File: src/rtl/enhanced_fifo_pkg.sv
// Shared constants and types for the enhanced byte FIFO.
// Default geometry, threshold defaults, pointer/count types and the status flag bundle.
package enhanced_fifo_pkg;

    localparam int DEF_DATA_W    = 8;
    localparam int DEF_DEPTH     = 16;
    localparam int DEF_ADDR_W    = 4;
    localparam int DEF_AF_THRESH = 14;
    localparam int DEF_AE_THRESH = 2;

    // Pointers carry one wrap bit above the memory index; the count needs the same width.
    typedef logic [DEF_ADDR_W:0] ptr_t;
    typedef logic [DEF_ADDR_W:0] cnt_t;

    typedef struct packed {
        logic full;
        logic empty;
        logic almost_full;
        logic almost_empty;
        logic overflow;
        logic underflow;
    } fifo_flags_t;

    localparam fifo_flags_t FLAGS_RESET = '{
        full:         1'b0,
        empty:        1'b1,
        almost_full:  1'b0,
        almost_empty: 1'b1,
        overflow:     1'b0,
        underflow:    1'b0
    };

endpackage

File: src/rtl/fifo_ram.sv
// Storage array for the FIFO: one synchronous write port, one asynchronous read port.
module fifo_ram #(
    parameter int DATA_W = 8,
    parameter int DEPTH  = 16,
    parameter int ADDR_W = 4
) (
    input  logic              clk_i,
    input  logic              we_i,
    input  logic [ADDR_W-1:0] waddr_i,
    input  logic [DATA_W-1:0] wdata_i,
    input  logic [ADDR_W-1:0] raddr_i,
    output logic [DATA_W-1:0] rdata_o
);

    logic [DATA_W-1:0] mem_q [DEPTH];

    // NOTE: no reset on the array; occupancy is tracked by the pointers, so stale
    // contents are never observed and the array can map onto plain RAM cells.
    always_ff @(posedge clk_i) begin
        if (we_i) begin
            mem_q[waddr_i] <= wdata_i;
        end
    end

    assign rdata_o = mem_q[raddr_i];

endmodule

File: src/rtl/enhanced_fifo_core.sv
// Synchronous byte FIFO with occupancy count, almost-full/empty thresholds and sticky error flags.
// Define FIFO_FWFT_EN for first-word-fall-through reads; default is a registered read on pop.
module enhanced_fifo_core
    import enhanced_fifo_pkg::*;
#(
    parameter int DATA_W    = DEF_DATA_W,
    parameter int DEPTH     = DEF_DEPTH,
    parameter int ADDR_W    = DEF_ADDR_W,
    parameter int AF_THRESH = DEF_AF_THRESH,
    parameter int AE_THRESH = DEF_AE_THRESH
) (
    input  logic              SYSCLK,
    input  logic              RST,
    input  logic              WR_EN,
    input  logic [DATA_W-1:0] FIFO_IN,
    input  logic              RD_EN,
    output logic [DATA_W-1:0] FIFO_OUT,
    output logic              FULL,
    output logic              EMPTY,
    output logic              ALMOST_FULL,
    output logic              ALMOST_EMPTY,
    output logic [ADDR_W:0]   FIFO_CNT,
    output logic              OVERFLOW,
    output logic              UNDERFLOW
);

    localparam int PTR_W = ADDR_W + 1;

    logic [PTR_W-1:0]  wr_ptr_q, wr_ptr_d;
    logic [PTR_W-1:0]  rd_ptr_q, rd_ptr_d;
    logic [PTR_W-1:0]  cnt_q, cnt_d;
    fifo_flags_t       flags_q, flags_d;
    logic              pop_acc, push_acc;
    logic [DATA_W-1:0] rd_data;

    // NOTE: every output of this block is given a value before any condition is
    // evaluated, so no path can leave a signal unassigned and infer a latch.
    always_comb begin
        pop_acc  = RD_EN && !flags_q.empty;
        // A pop in the same cycle frees the slot, so a full FIFO still takes the push.
        push_acc = WR_EN && (!flags_q.full || pop_acc);

        wr_ptr_d = wr_ptr_q + PTR_W'(push_acc);
        rd_ptr_d = rd_ptr_q + PTR_W'(pop_acc);
        cnt_d    = wr_ptr_d - rd_ptr_d;

        flags_d              = flags_q;
        flags_d.full         = (cnt_d == PTR_W'(DEPTH));
        flags_d.empty        = (cnt_d == '0);
        flags_d.almost_full  = (cnt_d >= PTR_W'(AF_THRESH));
        flags_d.almost_empty = (cnt_d <= PTR_W'(AE_THRESH));
        flags_d.overflow     = flags_q.overflow  || (WR_EN && !push_acc);
        flags_d.underflow    = flags_q.underflow || (RD_EN && !pop_acc);
    end

    // NOTE: state registers use non-blocking assignments so every register samples
    // the pre-edge values regardless of process ordering.
    always_ff @(posedge SYSCLK) begin
        if (RST) begin
            wr_ptr_q <= '0;
            rd_ptr_q <= '0;
            cnt_q    <= '0;
            flags_q  <= FLAGS_RESET;
        end else begin
            wr_ptr_q <= wr_ptr_d;
            rd_ptr_q <= rd_ptr_d;
            cnt_q    <= cnt_d;
            flags_q  <= flags_d;
        end
    end

    fifo_ram #(
        .DATA_W (DATA_W),
        .DEPTH  (DEPTH),
        .ADDR_W (ADDR_W)
    ) u_ram (
        .clk_i   (SYSCLK),
        .we_i    (push_acc && !RST),
        .waddr_i (wr_ptr_q[ADDR_W-1:0]),
        .wdata_i (FIFO_IN),
        .raddr_i (rd_ptr_q[ADDR_W-1:0]),
        .rdata_o (rd_data)
    );

`ifdef FIFO_FWFT_EN
    // Head entry is always presented; RD_EN only acknowledges it.
    assign FIFO_OUT = rd_data;
`else
    logic [DATA_W-1:0] dout_q;

    // When full with a simultaneous push, the write lands on this slot at the same
    // edge; the read still captures the old head because the array updates afterwards.
    always_ff @(posedge SYSCLK) begin
        if (RST) begin
            dout_q <= '0;
        end else if (pop_acc) begin
            dout_q <= rd_data;
        end
    end

    assign FIFO_OUT = dout_q;
`endif

    assign FIFO_CNT     = cnt_q;
    assign FULL         = flags_q.full;
    assign EMPTY        = flags_q.empty;
    assign ALMOST_FULL  = flags_q.almost_full;
    assign ALMOST_EMPTY = flags_q.almost_empty;
    assign OVERFLOW     = flags_q.overflow;
    assign UNDERFLOW    = flags_q.underflow;

endmodule
File: config.mk
export PLATFORM = sky130hd
export DESIGN_NAME = enhanced_fifo_core
export DESIGN_NICKNAME = d
export VERILOG_FILES = /design/src/rtl/enhanced_fifo_pkg.sv /design/src/rtl/fifo_ram.sv /design/src/rtl/enhanced_fifo_core.sv
export SDC_FILE = /design/constraint.sdc
export NUM_CORES = 1
export LEC_CHECK = 0
export BUFFER_PORTS_ARGS = -buffer_cell sky130_fd_sc_hd__buf_4
export CORE_MARGIN = 8
export CORE_UTILIZATION = 40
export DETAILED_ROUTE_END_ITERATION = 8
export GPL_ROUTABILITY_DRIVEN = 0
export GPL_TIMING_DRIVEN = 0
export SETUP_SLACK_MARGIN = 0.1
export SYNTH_ARGS = -nofsm -noshare
export SYNTH_HDL_FRONTEND = slang
export SYNTH_SLANG_ARGS = --single-unit
File: constraint.sdc
create_clock -name SYSCLK -period 6.2 [get_ports SYSCLK]
set_clock_uncertainty 0.05 [all_clocks]
set_input_delay 0.31 -clock SYSCLK [delete_from_list [all_inputs] [get_ports SYSCLK]]
set_output_delay 0.31 -clock SYSCLK [all_outputs]
set_load 0.01 [all_outputs]
==> results.md <==
- Critical path start-end classification: reg2reg
- Post-CTS Setup Bufs: 0
- Clk root buf: clkbuf_16
- RSZ-0062 raised after global routing: no
- Synth warn: 0
- Status: complete, no violations
- Slew Viols, Final: 0
- CTS tree: done
- Final instance area: 7210 um2
- IO Count: 31
- # setup viols final: 0
- Remaining antenna violation count: 0
- Vias in the first global route: between 3000 and 4000
- Final hold slack: between 90 and 100 ps
- #FFs+latches synth: about 160
- FF-to-FF Start: EMPTY
- Worst setup path start: EMPTY
- Row count: between 40 and 50
- Largest net degree at the start of global routing: 17
- Post-layout nets: between 400 and 500
- Global route overflow: 0
- Fin. Hold Viols: 0
- Global-route usage over all layers: 14.0%
- Fmax: 263 MHz
- Maxcap violations: 0
- Vias: ~3200
- N_diodes: 0
- Synth Instances: between 300 and 400
- Setup tns final: 0 ps
- PortBufs: 30
- Critical Path Most Common Cell: ha_1
- CTS sink count: ~160
- Cell family with most CP delay: compound AO/OA/AOI/OAI gates
- Relative slew slack: a little over a third
- Worst-margin pin slew: 954 ps
- Crit Reg-Reg Endpoint: EMPTY
- CP startpoint kind: flip-flop
- Netlist Area Pre-Place: 6120 um2
- Final worst-path cycle share: 61.3%
- Crit path arrival time: roughly 4100 ps
- Clock-pin slew on the worst setup and hold paths: 60 ps
- Worst skew pair latency: approximately 420 ps
- Max rail drop VDD: 0.239 mV
- Final Util: 47.8%
- H-tree depth: 4
- DRT iter0 DRCs: 323
- End point of the critical path: EMPTY
- CP max stage cell: clkbuf_1
- Inserted Clock Buffers: 17
- Required time of the critical path: around 6500 ps
- Syn nets: around 370
- Average cell area after synthesis: between 15 and 20 um2
- CP max stage delay: between 400 and 500 ps
- Hold Path Class: in2reg
- Cell count of the worst reg-to-reg path: 14
- P_leak: around 2.4 nW
- Max clock buf depth: 2
- Crit end category: flip-flop
- Die ar.: 19500 um2
- CP cell instances: nand2b_1, clkbuf_1, inv_1, o21ai_0, inv_1, ha_1, ha_1, xnor2_1, ha_1, or2_2, o21ai_0, o21bai_1, xnor2_1, a31o_2
- First-pass GRT wire length: a little over 20000 um
- Layout cells sized above 1: between 20% and 30%
- First-pass DRT Iterations: 4
- R2R Setup Slk: around 2400 ps
- Initial antenna violation count: 0
- Starting Density: 40.6%
- Via/cell ratio: 5.36
- # hold bufs at CTS: 0
- Worst Hold Depth: 3
- Placed cell area: 6640 um2
- Final WL: 12900 um
- Remaining DRCs: 0
- Crit path max fanout: 9
- HPWL Detailed: approximately 8700 um
- CP Depth: 14
- PostCTS Resize Cnt: 0
- Sequential fraction of the synthesis area: 72.3%
- Filler Cells Inserted: 1286
- Pwr dens: ~350 nW/um2
- Die W: between 100 and 150 um
- Crit path time final: 3800 ps
- Yosys cell types: 35
- Area delta synth->final: 17.7%
- CP Buf/Inv Count: 3
- Core ar.: 15100 um2
- WL/cell: 21.4 um
- Die Y-Extent: 140 um
cells in the mapped netlist (all sizes together):
cell type	n	share of area [%]
a211oi	2	0.25
o21ai	5	0.41
nand3b	2	0.25
or3	2	0.20
nor2	36	2.2
xor2	4	0.70
nor3	5	0.41
clkbuf	8	0.49
nand2b	4	0.41
o21bai	1	0.12
or2	2	0.20
o22ai	1	0.10
or4	1	0.12
a2111o	1	0.18
nand3	6	0.49
a31o	2	0.29
inv	7	0.43
nand2	1	0.061
ha	9	1.8
mux4	32	12
edfxtp	128	63
nor2b	7	0.72
a22oi	16	2.0
and2	1	0.10
a21oi	21	1.8
xnor2	7	1.2
buf	10	0.76
and2b	1	0.12
dfxtp	29	9.5
a31oi	1	0.10
sequential cells by signal, summed over array words and instances (netlist names):
name          count
u_ram.mem_q     128
EMPTY             1
ALMOST_EMPTY      1
FIFO_OUT          8
FULL              1
FIFO_CNT          5
UNDERFLOW         1
wr_ptr_q          5
ALMOST_FULL       1
OVERFLOW          1
rd_ptr_q          5
final cells by class:
type,instances,area [um2],share of cell area (%)
clock inverters,13,138,1.91
inverters,7,26.3,0.365
repair buffers,34,263,3.65
flip-flops and latches,157,4420,61.4
well taps,188,235,3.26
plain buffers,18,76.3,1.06
clock buffers,18,429,5.96
multi-input cells,170,1610,22.4
layout by cell type (no fill, tap or decap), drive strengths merged:
master | Yosys | final
edfxtp | 128 | 128
buf | 10 | 44
nor2 | 36 | 36
mux4 | 32 | 32
dfxtp | 29 | 29
clkbuf | 8 | 26
a21oi | 21 | 21
a22oi | 16 | 16
inv | 7 | 11
ha | 9 | 9
nor2b | 7 | 7
xnor2 | 7 | 7
nand3 | 6 | 6
o21ai | 5 | 5
nor3 | 5 | 5
nand2b | 4 | 4
xor2 | 4 | 4
clkinv | 0 | 4
clkinvlp | 0 | 3
nand3b | 2 | 2
a211oi | 2 | 2
or2 | 2 | 2
or3 | 2 | 2
a31o | 2 | 2
bufinv | 0 | 2
or4 | 1 | 1
nand2 | 1 | 1
and2 | 1 | 1
and2b | 1 | 1
o22ai | 1 | 1
o21bai | 1 | 1
a2111o | 1 | 1
a31oi | 1 | 1
worst register-to-register path, stage by stage, from the launching register on:
cell      delay [ps]
dfxtp_1          340
nand2b_1         120
clkbuf_1         440
inv_1            150
o21ai_0          420
inv_1             90
ha_1             230
ha_1             310
xnor2_1          150
ha_1             210
or2_2            320
o21ai_0          160
o21bai_1         100
xnor2_1          440
a31o_2           230
how the worst min path moves through the flow:
stage	start	end	slack, ps
after floorplan	FIFO_IN[0]	u_ram.mem_q[0][0]	360
after global placement	OVERFLOW	OVERFLOW	400
after detailed placement	OVERFLOW	OVERFLOW	420
after CTS	WR_EN	OVERFLOW	80
after global routing	WR_EN	OVERFLOW	120
final	WR_EN	OVERFLOW	90
metrics by stage:
step	setup slack (ps)	cells	power (mW)
final	2400	605	2.55
after global routing	2010	605	2.65
after CTS	2390	605	2.57
after detailed placement	2360	574	1.57
after global placement	2330	570	1.56
after floorplan	3120	352	1.44
power by group:
group	internal [mW]	total (mW)	switching (mW)	leakage [nW]
clock network	0.592	1.01	0.416	0.270
logic	0.165	0.351	0.185	0.746
registers	1.18	1.19	0.0167	1.39
logic make-up (layout without fill, tap and decap cells):
group	Yosys count	after routing	synth area share (%)
and+or+nand+nor	68	68	5.29
muxes	32	32	11.8
DFF	157	157	72.3
buffers and inverters	25	90	1.68
AOI/OAI and AO/OA	50	50	5.19
adders and majority gates	9	9	1.84
xor gates and xnor gates	11	11	1.94
routing by layer:
layer  vias up  wire length [um]  global-route usage (%)
met5         -                 0                       0
met4         0               267                    6.06
met3        17               887                    4.65
met2        94              6140                    21.8
met1      1639              5630                    17.7
li1       1492                 -                       -
(Power assumes the default switching activity.)
